===== src/rtl/seg_pkg.sv =====
// Shared types, constants and the double-dabble step for the 4-digit 7-segment scan controller.
package seg_pkg;

    localparam int         DIGITS     = 4;
    localparam int         BIN_W      = 14;
    localparam int         WORK_W     = DIGITS * 4 + BIN_W;
    localparam logic [3:0] BLANK_CODE = 4'hF;
    localparam logic [BIN_W-1:0] MAX_VALUE = 14'd9999;

    typedef enum logic [1:0] {
        IDLE,
        SHIFT,
        COMMIT
    } state_t;

    // One double-dabble iteration: correct every BCD nibble >= 5, then shift in the next operand MSB.
    function automatic logic [WORK_W-1:0] dabble_step(input logic [WORK_W-1:0] w);
        logic [WORK_W-1:0] t;
        t = w;
        for (int k = 0; k < DIGITS; k++) begin
            if (t[BIN_W + 4*k +: 4] >= 4'd5)
                t[BIN_W + 4*k +: 4] = t[BIN_W + 4*k +: 4] + 4'd3;
        end
        return t << 1;
    endfunction

endpackage


===== src/rtl/bin_to_bcd.sv =====
// Sequential binary-to-BCD converter: accepted load -> busy for 15 cycles -> BCD register updates atomically.
// Loads arriving while busy are dropped; values above 9999 are clamped and flagged on ovf.
module bin_to_bcd
    import seg_pkg::*;
(
    input  logic                  clk,
    input  logic                  rst,
    input  logic [BIN_W-1:0]      value_in,
    input  logic                  load,
    output logic                  busy,
    output logic                  ovf,
    output logic [DIGITS*4-1:0]   bcd
);

    state_t            state;
    state_t            state_nxt;
    logic [3:0]        iter;
    logic [WORK_W-1:0] work;

    always_comb begin
        state_nxt = state;
        case (state)
            IDLE:    if (load) state_nxt = SHIFT;
            SHIFT:   if (iter == 4'(BIN_W - 1)) state_nxt = COMMIT;
            COMMIT:  state_nxt = IDLE;
            default: state_nxt = IDLE;
        endcase
    end

    always_ff @(posedge clk or posedge rst) begin
        if (rst) begin
            state <= IDLE;
            busy  <= 1'b0;
        end else begin
            state <= state_nxt;
            busy  <= (state_nxt != IDLE);
        end
    end

    always_ff @(posedge clk or posedge rst) begin
        if (rst) begin
            iter <= '0;
            work <= '0;
            ovf  <= 1'b0;
            bcd  <= '0;
        end else begin
            case (state)
                IDLE: begin
                    if (load) begin
                        work <= {{(DIGITS*4){1'b0}}, (value_in > MAX_VALUE) ? MAX_VALUE : value_in};
                        ovf  <= (value_in > MAX_VALUE);
                        iter <= '0;
                    end
                end
                SHIFT: begin
                    work <= dabble_step(work);
                    iter <= iter + 4'd1;
                end
                COMMIT:  bcd <= work[WORK_W-1:BIN_W];
                default: ;
            endcase
        end
    end

endmodule


===== src/rtl/seg_scan_ctrl.sv =====
// 4-digit multiplexed 7-segment driver: converts a loaded value to BCD and scans one digit per REFRESH_DIV cycles.
// The scan never stalls; loads are ignored while the converter is busy.
module seg_scan_ctrl
    import seg_pkg::*;
#(
    parameter int REFRESH_DIV = 100000
) (
    input  logic             clk,
    input  logic             rst,
    input  logic [BIN_W-1:0] value_in,
    input  logic             load,
    input  logic             blank_lz,
    output logic             busy,
    output logic             ovf,
    output logic [3:0]       num,
    output logic [3:0]       an
);

    localparam int CW = (REFRESH_DIV > 2) ? $clog2(REFRESH_DIV) : 1;

    logic [DIGITS*4-1:0] bcd;
    logic [CW-1:0]       rcnt;
    logic [1:0]          idx;
    logic [DIGITS-1:0]   zero_above;
    logic [3:0]          sel;

    bin_to_bcd u_bin_to_bcd (
        .clk      (clk),
        .rst      (rst),
        .value_in (value_in),
        .load     (load),
        .busy     (busy),
        .ovf      (ovf),
        .bcd      (bcd)
    );

    always_ff @(posedge clk or posedge rst) begin
        if (rst) begin
            rcnt <= '0;
            idx  <= '0;
        end else if (rcnt == CW'(REFRESH_DIV - 1)) begin
            rcnt <= '0;
            idx  <= idx + 2'd1;
        end else begin
            rcnt <= rcnt + CW'(1);
        end
    end

    // zero_above[k]: digits k..3 are all zero, so digit k is a leading zero.
    always_comb begin
        zero_above = '0;
        zero_above[DIGITS-1] = (bcd[4*(DIGITS-1) +: 4] == 4'd0);
        for (int k = DIGITS - 2; k >= 0; k--)
            zero_above[k] = zero_above[k+1] && (bcd[4*k +: 4] == 4'd0);
    end

    always_comb begin
        sel = bcd[4*idx +: 4];
        num = sel;
        if (blank_lz && (idx != 2'd0) && zero_above[idx])
            num = BLANK_CODE;
    end

    assign an = ~(4'b0001 << idx);

endmodule

===== config.mk =====
export PLATFORM = sky130hd
export DESIGN_NAME = seg_scan_ctrl
export DESIGN_NICKNAME = d
export VERILOG_FILES = /design/src/rtl/seg_pkg.sv /design/src/rtl/bin_to_bcd.sv /design/src/rtl/seg_scan_ctrl.sv
export SDC_FILE = /design/constraint.sdc
export NUM_CORES = 1
export LEC_CHECK = 0
export ABC_CLOCK_PERIOD_IN_PS = 3300
export BUFFER_PORTS_ARGS = -buffer_cell sky130_fd_sc_hd__buf_4
export CORE_MARGIN = 8
export CORE_UTILIZATION = 60
export DETAILED_ROUTE_END_ITERATION = 10
export PLACE_DENSITY = 0.8
export SETUP_SLACK_MARGIN = 0.3
export SLEW_MARGIN = 25
export SYNTH_ARGS = -nofsm -noshare
export SYNTH_HDL_FRONTEND = slang
export SYNTH_SLANG_ARGS = --single-unit

===== constraint.sdc =====
create_clock -name clk -period 3.3 [get_ports clk]
set_clock_uncertainty 0.1 [all_clocks]
set_input_delay 0.66 -clock clk [delete_from_list [all_inputs] [get_ports clk]]
set_output_delay 0.66 -clock clk [all_outputs]
set_load 0.01 [all_outputs]

### Yosys cells after proc, flatten, opt, wreduce, memory -nomap -nowiden

Index checks and enable logic that the tools add are counted.
W data, S select, Z words.

| operators by class | value |
|---|---|
| add/subtract/negate cells | 7 |
| equal/unequal tests | 5 |
| reduce and logical (&&, ||, !) cells | 15 |
| bitwise logic cells | 1 |
| multiplexer cells | 16 |
| shift-type cells | 2 |
| $lt $le $gt $ge | 6 |

Operator list:

| kind | count |
|---|---|
| $pmux W30 S2 | 1 |
| $mux W30 | 1 |
| $mux W4 | 5 |
| $add A17 B1 Y17 const B | 1 |
| $eq A17 B17 Y1 const B | 1 |
| $mux W17 | 1 |
| $ge A4 B3 Y1 const B | 4 |
| $logic_not A4 Y1 | 4 |
| $shiftx A16 B5 Y4 | 1 |
| $gt A14 B14 Y1 const B | 1 |
| $mux W14 | 1 |
| $add A4 B2 Y4 const B | 3 |
| $pmux W4 S2 | 1 |
| $reduce_bool A2 Y1 | 3 |
| $logic_and A1 B1 Y1 | 5 |
| $add A4 B1 Y4 const B | 1 |
| $eq A4 B4 Y1 const B | 1 |
| $mux W2 | 2 |
| $not A4 Y4 | 1 |
| $pmux W2 S2 | 1 |
| $reduce_and A2 Y1 | 2 |
| $shl A1 B2 Y4 const A | 1 |
| $add A3 B2 Y3 const B | 1 |
| $lt A2 B3 Y1 const B | 1 |
| other kinds (8) | 8 |

| word-level totals | value |
|---|---|
| word-level logic and storage cells | 60 |
| register bits | 73 |
| output and inout port bits | 10 |
| input bits | 18 |

### Depth between registers and ports, before layout

Gate-level depths: netlist (run 1).

| depth | value |
|---|---|
| depth in word-level cells | 8 |
| gate-level depth with buffers | 7 |
| depth with buffers taken out | 6 |

### Modules after synthesis

From an unflattened synthesis (run 1), not the netlist that was laid out.

| second synthesis, totals | value |
|---|---|
| cells, all modules | 330 |
| area, all modules | 3572.2 µm² |

Modules (own cells, without submodules):

| module | cells each | area an instance (µm²) | times used | seq. area each (µm²) |
|---|---|---|---|---|
| bin_to_bcd | 224 | 2454.9 | 1 | 1351.3 |
| seg_scan_ctrl | 106 | 1117.3 | 1 | 475.5 |

### Least setup slack after synthesis (run 1)

No wires, ideal clock.

| timing | value |
|---|---|
| path type | register to output |
| from | register idx[1] |
| to | output port num[0] |
| stages on the path, launching flop included | 8 |
| buffers on the path | 1 |
| required time | 2.540 ns |
| arrival time | 1.738 ns |
| path slack | 0.802 ns |
| cell sequence | dfrtp_1 -> clkbuf_1 -> inv_1 -> ha_1 -> nor4b_1 -> nand2_1 -> a211oi_1 -> or2_2 |

| on the way | value |
|---|---|
| cells in the longest elaborated chain, start to end | 4 |
| elaborated cells on any way between the ends | 7 |
| classes of those cells | 1 x shift; 3 x mux; 3 x reduce/logical |

RTL lines:

| what | line | RTL |
|---|---|---|
| start: declaration | seg_scan_ctrl.sv:23 | `logic [1:0] idx;` |
| start signal: assignment | seg_scan_ctrl.sv:43 | `idx <= idx + 2'd1;` |
| parallel branches: the longest is 3 deep, another holds $shiftx A16 B5 Y4 | n/a |  |
| $mux W4 (*) | seg_scan_ctrl.sv:60 | `if (blank_lz && (idx != 2'd0) && zero_above[idx])` |
| end: declaration | seg_scan_ctrl.sv:15 | `output logic [3:0] num,` |

Every way passes the cells marked *. The select of a mux whose other input is x is not followed.

### Worst setup path in the final report (run 1)

| timing | value |
|---|---|
| from | register idx[0] |
| to | output port num[1] |

The elaborated chain is that of the path after synthesis.

==> results_dict.tcl, run 1 <==
set metrics [dict create \
    p_leak_nw 1.90 \
    root_buffer "clkbuf_8" \
    syn_inst 333 \
    status "finished clean" \
    hold_path.class "in2async" \
    synth-edff-count 0 \
    critPathTopFamily "simple AND/OR/NAND/NOR gates" \
    floorplan.initialDensity_pct 61.4 \
    cts_tree "built" \
    dr.pass1.iters 4 \
    dpl.cell_count 425 \
    slew_violations 0 \
    cts_max_level 3 \
    ir_drop_mv 0.505 \
    period_share_pct 82.4 \
    nNetsFinal 396 \
    clkTransAtPathRegs_ps 80 \
    cts_buffers 9 \
    path_class "reg2out" \
    clk_latency_ps 340 \
    crit_buf_inv 2 \
    ys_seq_area_share_pct 50.8 \
    yosys-top-cells-area "dfrtp_1 (51%), ha_1 (5.2%), o21ai_0 (4.0%)" \
    synth_top_area_share_pct 50.8 \
    synth_fa_ha_area_share_pct 5.22 \
    max_stage_delay_ps 440 \
    worstPathCellList "inv_1 > ha_1 > nor4b_2 > nand2_1 > a211oi_2 > or2_2 > buf_4" \
    post-route-util_pct 70.5 \
    ctsHoldBuffers 0 \
    synth-async-reset-ratio_pct 100 \
    finalSetupTns_ps 0 \
    drt_iter0_drc 144 \
    maxSlewHeadroom_pct 39.1 \
    hold_viol 0 \
    muxShareOfSynthArea_pct 6.16 \
    drv_cap 0 \
    crit_fanout 7 \
    p_per_area_mw_per_mm2 853 \
    synthXorXnorAreaFrac_pct 5.12 \
    syn-num-nets 366 \
    start_kind "register" \
    final_cells 442 \
    io_pins 28 \
    clockBufferDepth 2 \
    design.core.area_mm2 0.00585 \
    setup_viol 0 \
    ys.flop_type "dfrtp_1" \
    fmax_mhz 368 \
    grt_max_degree 31 \
    crit_cells 7 \
    grt_usage_pct 18.4 \
    synth_top_family_by_area "simple AND/OR/NAND/NOR gates" \
    rows 28 \
    synthSimpleGateAreaFrac_pct 15.6 \
    yosysTopAreaCell "dfrtp_1" \
    worstRegToRegCells 3 \
    overflow 0 \
    grt_antenna_before_repair 0 \
    wl_per_cell_um 16.6 \
    synth.most_common_cell "dfrtp_1" \
    ys_top_cells_by_count "dfrtp_1 (73), o21ai_0 (29), nand2_1 (27)" \
    fin_crit_ps 2720 \
    fp.dieH_um 93.4 \
    totalPowerFinal_w 0.00352 \
    grt_pass1_vias 2614 \
    die_x_um 93.4 \
    rsz0062_at_grt "false" \
    grt_pass1_wl_um 12800 \
    synth.distinct_cells 45 \
    drc 0 \
    netlist_area_mm2 0.00359 \
    cpMaxStageDelayCell "dfrtp_2" \
    cp.arrival_ps 1960 \
    wirelength_um 7350 \
    endpoint_kind "output pin" \
    clkSinkCount 73 \
    ys_seq_elements 73 \
    hpwl_um 4970 \
    n_antenna_cell 0 \
    gp_congestion 0.814 \
    drive_above_1_share_pct 21.0 \
    synth_warnings 0 \
    io_buffer_count 27 \
    r2r_slack_ps 1130 \
    area_growth_syn_to_layout_pct 14.8 \
    num_vias 2637 \
    ant_nets 0 \
    required_ps 2540 \
    synth_compound_area_share_pct 13.5 \
    worst_pin_slew_ps 913 \
    die_area_mm2 0.00872 \
    drt-vias-per-instance 5.97 \
    avgSynthCellArea_um2 10.8 \
]
cells by family after synthesis:
group,after synthesis
adder cells (fa/ha/maj),15
buffers and inverters,31
AO/OA/AOI/OAI,77
XOR/XNOR,21
flip-flops,73
multiplexers,16
AND/OR/NAND/NOR,100
cell type report:
type	count	area, um2
well taps	75	93.8
fillers	400	1730
clock buffers	10	138
clock inverters	5	104
multi-input cells	229	1650
flip-flops and latches	73	1830
inverters	17	63.8
repair buffers	33	248
path summary, 6_finish.rpt:
kind / endpoint / start
worst max-delay path: num[1] / idx[0]
max in group asynchronous: u_bin_to_bcd.work[0] / rst
worst min-delay path: rcnt[12] / rst
min in group clk: u_bin_to_bcd.work[14] / u_bin_to_bcd.work[13]
worst min register to register: u_bin_to_bcd.work[14] / u_bin_to_bcd.work[13]
worst max register to register: rcnt[1] / rcnt[12]
state kept, by name (all words and copies together), names as in the netlist:
signal / count
rcnt: 17
u_bin_to_bcd.work: 30
u_bin_to_bcd.ovf: 1
idx: 2
u_bin_to_bcd.busy: 1
u_bin_to_bcd.state: 2
u_bin_to_bcd.iter: 4
u_bin_to_bcd.bcd: 16
placed cells by master (no fill, tap or decap), types with 10 or more instances in the layout:
cell type  synthesis  layout
inv_1             17      16
nor2_1            16      16
o22ai_1           13      13
buf_4              0      33
nand4_1           11      11
clkbuf_8           0      10
o21ai_0           29      29
xnor2_1           14      14
ha_1              15      15
a21oi_1           10      10
nand2_1           27      27
dfrtp_1           73      71
report_power, final:
part	internal [W]	total (W)	switching (W)
Sequential	0.00119	0.00143	0.000241
Combinational	0.000587	0.00125	0.000662
Clock	0.000519	0.000839	0.000320
Total	0.00229	0.00352	0.00122
through the flow:
step	hold slack (ps)	setup slack, ps	instance area (um2)
finish	294	582	4130
global route	343	399	4130
CTS	308	360	4100
detailed placement	380	667	3850
global placement	363	770	3850
floorplan	350	687	3590
repair_timing:
item	4_1_cts	5_1_grt
buffers inserted	0	2
resized for setup	1	3
setup endpoints to repair	4	4
per-layer routing:
layer	global-route usage, %	wire (um)	vias to the layer above
li1	-	-	1258
met1	24.0	3320	1295
met2	27.9	3440	68
met3	5.13	385	16
met4	8.46	197	0
met5	0	0	-
Power figures use the tool's default switching activity.
==> inputs of run 2 (changes only) <==
--- a/config.mk
+++ b/config.mk
@@ -5,7 +5,7 @@
 export SDC_FILE = /design/constraint.sdc
 export NUM_CORES = 1
 export LEC_CHECK = 0
-export ABC_CLOCK_PERIOD_IN_PS = 3300
+export ABC_CLOCK_PERIOD_IN_PS = 2600
 export BUFFER_PORTS_ARGS = -buffer_cell sky130_fd_sc_hd__buf_4
 export CORE_MARGIN = 8
 export CORE_UTILIZATION = 60
==> constraint.sdc (replaced) <==
create_clock -name clk -period 2.6 [get_ports clk]
set_clock_uncertainty 0.1 [all_clocks]
set_input_delay 0.52 -clock clk [delete_from_list [all_inputs] [get_ports clk]]
set_output_delay 0.52 -clock clk [all_outputs]
set_load 0.01 [all_outputs]
==> run 2 against run 1 <==
- critical endpoint is now num[3]
- total power is 26% higher
- global-route usage fell by 1.0 points
- flip-flop and latch count is the same
- critical path depth is 2 lower
- utilization increased by 1.3 points
- clock power up 14%
- register-to-register slack worse by 560 ps
- clock-buffer cell count down 1
- final cell count increased by 1.4%
- die area did not move
- hold slack worse by 120 ps
==> results_dict.tcl, run 2 (same netlist as run 1, synthesis figures left out) <==
set metrics [dict create \
    status "finished clean" \
    r2r-end "rcnt[10]" \
    endpoint_kind "output pin" \
    num_vias 2633 \
    slew_violations 0 \
    whs_ps 176 \
    finalSetupTns_ps 0 \
    largest-register "u_bin_to_bcd.work" \
    largestRegisters "u_bin_to_bcd.work x30, rcnt x17, u_bin_to_bcd.bcd x16" \
    grt_usage_pct 17.4 \
    wirelength_um 7070 \
    grt_antenna_before_repair 0 \
    cts_tree "built" \
    use_met1_pct 22.3 \
    grt_max_degree 74 \
    drt_iter0_drc 163 \
    mostFrequentLayoutCell "dfrtp_1" \
    p_per_area_mw_per_mm2 1050 \
    area_growth_syn_to_layout_pct 16.9 \
    ir_drop_mv 0.752 \
    ant_nets 0 \
    cts_max_level 3 \
    hold_viol 0 \
    hold_path.class "in2async" \
    reg2reg_from "rcnt[12]" \
    fin_crit_ps 2480 \
    rows 28 \
    grtUsageMet3_pct 5.85 \
    root_buffer "clkbuf_8" \
    floorplan.initialDensity_pct 61.4 \
    nNetsFinal 401 \
    n_antenna_cell 0 \
    die_area_mm2 0.00872 \
    dpl_cell_area_mm2 0.00391 \
    setup_viol 0 \
    path_class "reg2out" \
    fp.dieH_um 93.4 \
    final_cells 448 \
    crit_fanout 4 \
    overflow 0 \
    dr.pass1.iters 4 \
    ctsHoldBuffers 0 \
    cts_buffers 9 \
    period_share_pct 95.4 \
    grt.busiest_layer "met2" \
    worstRegToRegCells 4 \
    maxSlewHeadroom_pct 45.0 \
    grt_pass1_vias 2559 \
    drt-vias-per-instance 5.88 \
    design_area_mm2 0.00420 \
    drive_above_1_share_pct 22.8 \
    gp_congestion 0.828 \
    layout_common_cells "dfrtp_1 (73), buf_4 (35), o21ai_0 (28)" \
    wl_per_cell_um 15.8 \
    io_pins 28 \
    clkSinkCount 73 \
    start_kind "register" \
    cp.arrival_ps 1860 \
    hpwl_um 4950 \
    io_buffer_count 27 \
    worst_pin_slew_ps 825 \
    design.core.area_mm2 0.00585 \
    use_met2_pct 26.6 \
    fmax_mhz 403 \
    drc 0 \
    clockBufferDepth 2 \
    required_ps 1980 \
    dpl.cell_count 430 \
    fillers 421 \
    p_leak_nw 1.92 \
    largest_register_ffs 30 \
    drv_cap 0 \
    rsz0062_at_grt "true" \
    r2r_slack_ps 570 \
    die_x_um 93.4 \
    grt_pass1_wl_um 12100 \
    clk_latency_ps 350 \
    clkTransAtPathRegs_ps 70 \
]
[run 2: cell types whose count changed in the layout (fill, tap and decap cells not counted), sizes merged]
| cell | delta |
|---|---|
| buf | +5 |
| clkinvlp | +3 |
| bufinv | -1 |
| clkbuf | -1 |
[run 2: layout make-up]
cell class	count	area, um2	area share (%)
inverter	17	67.6	1.61
clock buffer	9	124	2.95
multi-input combinational	229	1690	40.2
clock inverter	7	93.8	2.23
sequential	73	1830	43.5
timing repair buffer	38	305	7.27
tap	75	93.8	2.23
[run 2: repair_timing]
item,in CTS,in global routing
pin swaps,4,5
endpoints found under the setup margin,4,4
buffers inserted,2,0
gates resized for setup,11,3
[run 2: stage by stage]
step                      worst slack [ps]  power (W)  util [%]
after CTS                              148    0.00444      71.6
after floorplan                        384    0.00295         -
after global placement                 447    0.00331      66.8
after global routing                  21.6    0.00474      71.8
after detailed placement               330    0.00340      66.8
final                                  119    0.00443      71.8
[run 2: critical path, stage by stage (launching register included)]
cell	delay, ps
dfrtp_1	430
nor4_4	310
o21ai_1	150
a211oi_2	350
or2_2	170
buf_4	110
[run 2: layer usage]
metal,share of wire (%),up-vias
li1,-,1274
met1,46,1287
met2,47,61
met3,5.6,11
met4,1.3,0
met5,0,-
[run 2: how the worst max path moves through the flow]
stage / from / to / slack [ps] / cells after the start
3_3_place_gp: idx[0] / num[2] / 450 / 7
6_report: u_bin_to_bcd.bcd[11] / num[3] / 120 / 5
2_1_floorplan: idx[1] / num[0] / 380 / 7
4_1_cts: idx[1] / num[1] / 150 / 7
5_1_grt: u_bin_to_bcd.bcd[11] / num[2] / 20 / 5
3_5_place_dp: u_bin_to_bcd.bcd[8] / num[0] / 330 / 5
[run 2: power breakdown]
part	internal [W]	total [W]	switching, W
combinational	0.000806	0.00164	0.000838
sequential	0.00151	0.00182	0.000317
clock	0.000539	0.000957	0.000417
total	0.00285	0.00443	0.00157
